--- src/rtl/uop_sequencer_if.sv ---
// Handshake and uOP bus between an issuing master and the micro-operation sequencer.
interface uop_sequencer_if;
  logic       START;
  logic [2:0] OPCODE;
  logic [1:0] ASRC;
  logic [1:0] BSRC;
  logic [4:0] uOP;
  logic       UOP_VALID;
  logic       BUSY;
  logic       DONE;

  modport master (
    output START, OPCODE, ASRC, BSRC,
    input  uOP, UOP_VALID, BUSY, DONE
  );

  modport slave (
    input  START, OPCODE, ASRC, BSRC,
    output uOP, UOP_VALID, BUSY, DONE
  );
endinterface

--- src/rtl/uop_sequencer.sv ---
// Expands one macro operation per START handshake into a timed stream of 5-bit
// micro-operation codes, including the multi-cycle multiply hold.
module uop_sequencer #(
  parameter int unsigned MUL_CYCLES = 10,
  parameter logic [4:0]  IDLE_UOP   = 5'b00001
) (
  input logic            CLK,
  input logic            RST,
  uop_sequencer_if.slave bus
);

  localparam logic [2:0] S_INIT    = 3'd0;
  localparam logic [2:0] S_IDLE    = 3'd1;
  localparam logic [2:0] S_ISSUE   = 3'd2;
  localparam logic [2:0] S_MUL_M   = 3'd3;
  localparam logic [2:0] S_MUL_Q   = 3'd4;
  localparam logic [2:0] S_MUL_RUN = 3'd5;
  localparam logic [2:0] S_FIN     = 3'd6;

  localparam logic [4:0] UOP_CLR  = 5'b00000;
  localparam logic [4:0] UOP_LDM  = 5'b00001;
  localparam logic [4:0] UOP_LDQ  = 5'b00010;
  localparam logic [4:0] UOP_MUL  = 5'b10110;
  localparam logic [3:0] MUL_LAST = 4'(MUL_CYCLES - 1);

  logic [2:0] state_q, state_d;
  logic [4:0] uop_q, uop_d;
  logic       valid_q, valid_d;
  logic       busy_q, busy_d;
  logic       done_q, done_d;
  logic [3:0] cnt_q, cnt_d;

  // Outputs are computed for the state being entered, so every output is a
  // plain flop and the first code of an operation lands on the accept edge.
  always_comb begin
    // NOTE: every variable gets a default first so no path leaves one unassigned (no latches).
    state_d = state_q;
    uop_d   = IDLE_UOP;
    valid_d = 1'b0;
    busy_d  = 1'b0;
    done_d  = 1'b0;
    cnt_d   = cnt_q;

    case (state_q)
      S_INIT: state_d = S_IDLE;

      S_IDLE, S_FIN: begin
        state_d = S_IDLE;
        if (bus.START) begin
          valid_d = 1'b1;
          busy_d  = 1'b1;
          case (bus.OPCODE)
            3'b110: begin
              state_d = S_ISSUE;
              uop_d   = 5'd6 + {1'b0, bus.ASRC, bus.BSRC};
            end
            3'b111: begin
              state_d = S_MUL_M;
              uop_d   = UOP_LDM;
            end
            default: begin
              state_d = S_ISSUE;
              uop_d   = {2'b00, bus.OPCODE};
            end
          endcase
        end
      end

      S_ISSUE: begin
        state_d = S_FIN;
        done_d  = 1'b1;
      end

      S_MUL_M: begin
        state_d = S_MUL_Q;
        uop_d   = UOP_LDQ;
        valid_d = 1'b1;
        busy_d  = 1'b1;
      end

      S_MUL_Q: begin
        state_d = S_MUL_RUN;
        uop_d   = UOP_MUL;
        valid_d = 1'b1;
        busy_d  = 1'b1;
        cnt_d   = 4'd0;
      end

      S_MUL_RUN: begin
        if (cnt_q == MUL_LAST) begin
          state_d = S_FIN;
          done_d  = 1'b1;
        end else begin
          cnt_d   = cnt_q + 4'd1;
          uop_d   = UOP_MUL;
          valid_d = 1'b1;
          busy_d  = 1'b1;
        end
      end

      default: begin
        state_d = S_INIT;
        uop_d   = UOP_CLR;
      end
    endcase
  end

  // NOTE: sequential state uses non-blocking assignments so every flop samples pre-edge values.
  always_ff @(posedge CLK or posedge RST) begin
    if (RST) begin
      state_q <= S_INIT;
      uop_q   <= UOP_CLR;
      valid_q <= 1'b0;
      busy_q  <= 1'b0;
      done_q  <= 1'b0;
      cnt_q   <= 4'd0;
    end else begin
      state_q <= state_d;
      uop_q   <= uop_d;
      valid_q <= valid_d;
      busy_q  <= busy_d;
      done_q  <= done_d;
      cnt_q   <= cnt_d;
    end
  end

  assign bus.uOP       = uop_q;
  assign bus.UOP_VALID = valid_q;
  assign bus.BUSY      = busy_q;
  assign bus.DONE      = done_q;

endmodule

--- src/flat_wrapper.sv ---
// flat-port wrapper written by rule: the top's interface ports become plain ports
module uop_sequencer_flat 
#(
  parameter int unsigned MUL_CYCLES = 10,
  parameter logic [4:0]  IDLE_UOP   = 5'b00001
)
  (CLK, RST, bus_START, bus_OPCODE, bus_ASRC, bus_BSRC, bus_uOP, bus_UOP_VALID, bus_BUSY, bus_DONE);
  uop_sequencer_if bus_i ();
  input logic CLK;
  input logic RST;
  input wire logic [$bits(bus_i.START)-1:0] bus_START;
  input wire logic [$bits(bus_i.OPCODE)-1:0] bus_OPCODE;
  input wire logic [$bits(bus_i.ASRC)-1:0] bus_ASRC;
  input wire logic [$bits(bus_i.BSRC)-1:0] bus_BSRC;
  output wire logic [$bits(bus_i.uOP)-1:0] bus_uOP;
  output wire logic [$bits(bus_i.UOP_VALID)-1:0] bus_UOP_VALID;
  output wire logic [$bits(bus_i.BUSY)-1:0] bus_BUSY;
  output wire logic [$bits(bus_i.DONE)-1:0] bus_DONE;
  assign bus_i.START = bus_START;
  assign bus_i.OPCODE = bus_OPCODE;
  assign bus_i.ASRC = bus_ASRC;
  assign bus_i.BSRC = bus_BSRC;
  assign bus_uOP = bus_i.uOP;
  assign bus_UOP_VALID = bus_i.UOP_VALID;
  assign bus_BUSY = bus_i.BUSY;
  assign bus_DONE = bus_i.DONE;
  uop_sequencer #(.MUL_CYCLES(MUL_CYCLES), .IDLE_UOP(IDLE_UOP)) u_core (.CLK(CLK), .RST(RST), .bus(bus_i));
endmodule
--- config.mk ---
export PLATFORM = sky130hd
export DESIGN_NAME = uop_sequencer_flat
export DESIGN_NICKNAME = d
export VERILOG_FILES = /design/src/rtl/uop_sequencer_if.sv /design/src/rtl/uop_sequencer.sv /design/src/flat_wrapper.sv
export SDC_FILE = /design/constraint.sdc
export NUM_CORES = 1
export LEC_CHECK = 0
export CAP_MARGIN = 20
export CORE_MARGIN = 4
export CORE_UTILIZATION = 50
export DETAILED_ROUTE_END_ITERATION = 6
export DONT_BUFFER_PORTS = 1
export RECOVER_POWER = 25
export SYNTH_ARGS = -nofsm -noshare
export SYNTH_HDL_FRONTEND = slang
export SYNTH_SLANG_ARGS = --single-unit
--- constraint.sdc ---
create_clock -name CLK -period 2.1 [get_ports CLK]
set_clock_uncertainty 0.05 [all_clocks]
set_input_delay 0.42 -clock CLK [delete_from_list [all_inputs] [get_ports CLK]]
set_output_delay 0.42 -clock CLK [all_outputs]
set_load 0.05 [all_outputs]
==> metrics.txt <==
fin nets 97; Max rail drop VDD 0.000997 V; Place WS 0.646 ns; grt met1 use 20.2%; GR peak layer met2; slew at the pin closest to its max-slew limit 0.523 ns; PwrDens 1570 nW/um^2; CP endpoint kind flop; initial antenna violation count 0; Core Region 1380 um^2; routed length per instance 14.3 um; critical path peak fanout 13; FF+latch area 350 um^2; Die Y 47.5 um; Finish-stage setup viols 0; CTS tree yes; GRT Total Usage 15.3%; Area Overhead vs Synth 5.31%; final worst slack 0.611 ns; Die ar. 2250 um^2; Layout fillers 130; post-layout util 59.3%; leakage 0.379 nW; Gate power share 33.7%; area of the multi-input gates 380 um^2; Std-Cell Rows 13; top post-synthesis cells by area dfrtp_1, o21ai_0, ha_1; reg2reg start u_core.state_q[1]; worst endpoint data arrival time 1.61 ns; #FFs+latches synth 14; Max Slew Vio Count 0; Crit Path Category reg -> reg; most common cell after layout, fill and taps aside dfrtp_1; Syn Inst Count 82; Seq/Total Area, Yosys 45.0%; initial drt markers 18; synth warn 0; syn avg cell area 9.49 um^2; share of cells above drive strength 1 8.43%; sequential power share 51.6%; number of port buffers 0; Detailed Route WL 1400 um; via/cell ratio 6.22; WHS 0.0137 ns; Congestion Overflow GR 0; worst skew pair latency 0.27 ns; largest net degree at the start of global routing 15; clock network power share 14.7%; RSZ-0062 raised after global routing false; hpwl dp 1080 um; post-placement cell count 94; Max Cap Viol 0; CP startpoint u_core.state_q[1]; total internal power 675 uW; die width 47.5 um; min-delay worst type in -> async; Startpoint Class flop; total power 1.29 mW; root buffer cell clkbuf_4; Syn Std Cell Area 778 um^2; final non-filler cell total 98; placed instance area 783 um^2; grt met3 use 4.51%; first-pass GRT wire length 2440 um; Worst EP required 2.23 ns; cell taking the most area after synthesis dfrtp_1; Clock Path Buffers 2; GPL Wtd Cong 0.819; Final Cell Area 820 um^2; most frequent cells in the layout dfrtp_1, o21ai_0, nand2_1; # hold bufs at CTS 0; outcome complete, no violations; clock sink total 14; fin crit share 70.9%; vias 610; vias in the first global route 594; post-cts sizing count 0; FMAX 672 MHz; Unique masters post-synth 30; number of nets still failing antenna checks after routing 0; ANT cells 0; Synth top area share 45.0%; Clock transition at path regs 0.08 ns; Setup Fix Bufs, Post-CTS 0; Switching Fraction 47.5%; net switching power figure 610 uW; initial core utilization 56.3%; Syn Nets 95; met2 Usage GRT 23.8%; first drt pass iteration count 4; Slew HR 65.1%; CTS Buf Count 3; Max H-tree Level 1; # IOs 18; Sum Neg Setup Slack 0 ns; endpoints failing hold 0; DRC viols 0; clock period minus final worst setup slack 1.49 ns
cell families after synthesis:
logic type	after synthesis	synth area share [%]
mux	1	1.29
xor+xnor	2	2.25
simple gates	22	15.6
compound gates	29	24.9
buf+inv	11	6.11
fa+ha+maj	3	4.82
flops	14	45.0
power by group through the flow:
stage / Clock (mW) / Sequential [mW] / Combinational, mW
after CTS: 0.195 / 0.663 / 0.440
after detailed placement: 0 / 0.668 / 0.438
after global placement: 0 / 0.670 / 0.435
after floorplan: 0 / 0.632 / 0.404
after global routing: 0.210 / 0.686 / 0.495
final: 0.189 / 0.664 / 0.433
registers in the layout, indices dropped and copies added, names as in the netlist:
name	cells
u_core.cnt_q	4
u_core.state_q	3
u_core.bus.BUSY	1
u_core.bus.DONE	1
u_core.bus.uOP	5
cell type report:
type	instances	share of cell area (%)
Timing Repair Buffer	1	0.916
Inverter	7	3.21
Clock buffer	4	4.43
Tap cell	15	2.29
Multi-Input combinational cell	57	46.4
Sequential cell	14	42.7
layer usage:
metal	up-vias	wire length (um)
met5	-	0
met4	0	10
met3	2	113
met2	22	638
met1	294	638
li1	292	-
worst max-delay path, cell delays in order, from the launching register on:
cell,delay [ns]
dfrtp_1,0.57
nor2b_1,0.23
mux2i_1,0.10
nand2b_4,0.16
o41ai_2,0.29
worst paths after layout:
check | to | slack, ns | cells after the start
max | u_core.bus.uOP[4] | 0.61 | 4
min | u_core.bus.uOP[0] | 0.01 | 1
max reg2reg | u_core.bus.uOP[4] | 0.61 | 4
min reg2reg | u_core.cnt_q[3] | 0.45 | 1
max in group asynchronous | u_core.bus.uOP[4] | 1.64 | 1
min in group CLK | u_core.bus.uOP[3] | 0.16 | 1
cells in the mapped netlist:
master / count
o41ai_2: 1
nand2b_1: 2
clkbuf_1: 1
nor2b_1: 2
o21ai_0: 13
dfrtp_1: 14
nand3_1: 4
nor2_1: 1
o31ai_1: 1
or2_0: 1
and3b_1: 1
nand2_1: 8
and2b_1: 1
o211ai_1: 1
buf_2: 2
a311oi_1: 1
ha_1: 3
xor2_1: 2
inv_1: 7
o22ai_1: 2
buf_4: 1
nor4_1: 1
a31oi_1: 1
mux2i_1: 1
o221ai_1: 2
a21o_1: 2
nand2b_4: 1
o21a_1: 2
a21oi_1: 1
a22o_1: 2
No activity file was read; power rests on OpenSTA's default activity.
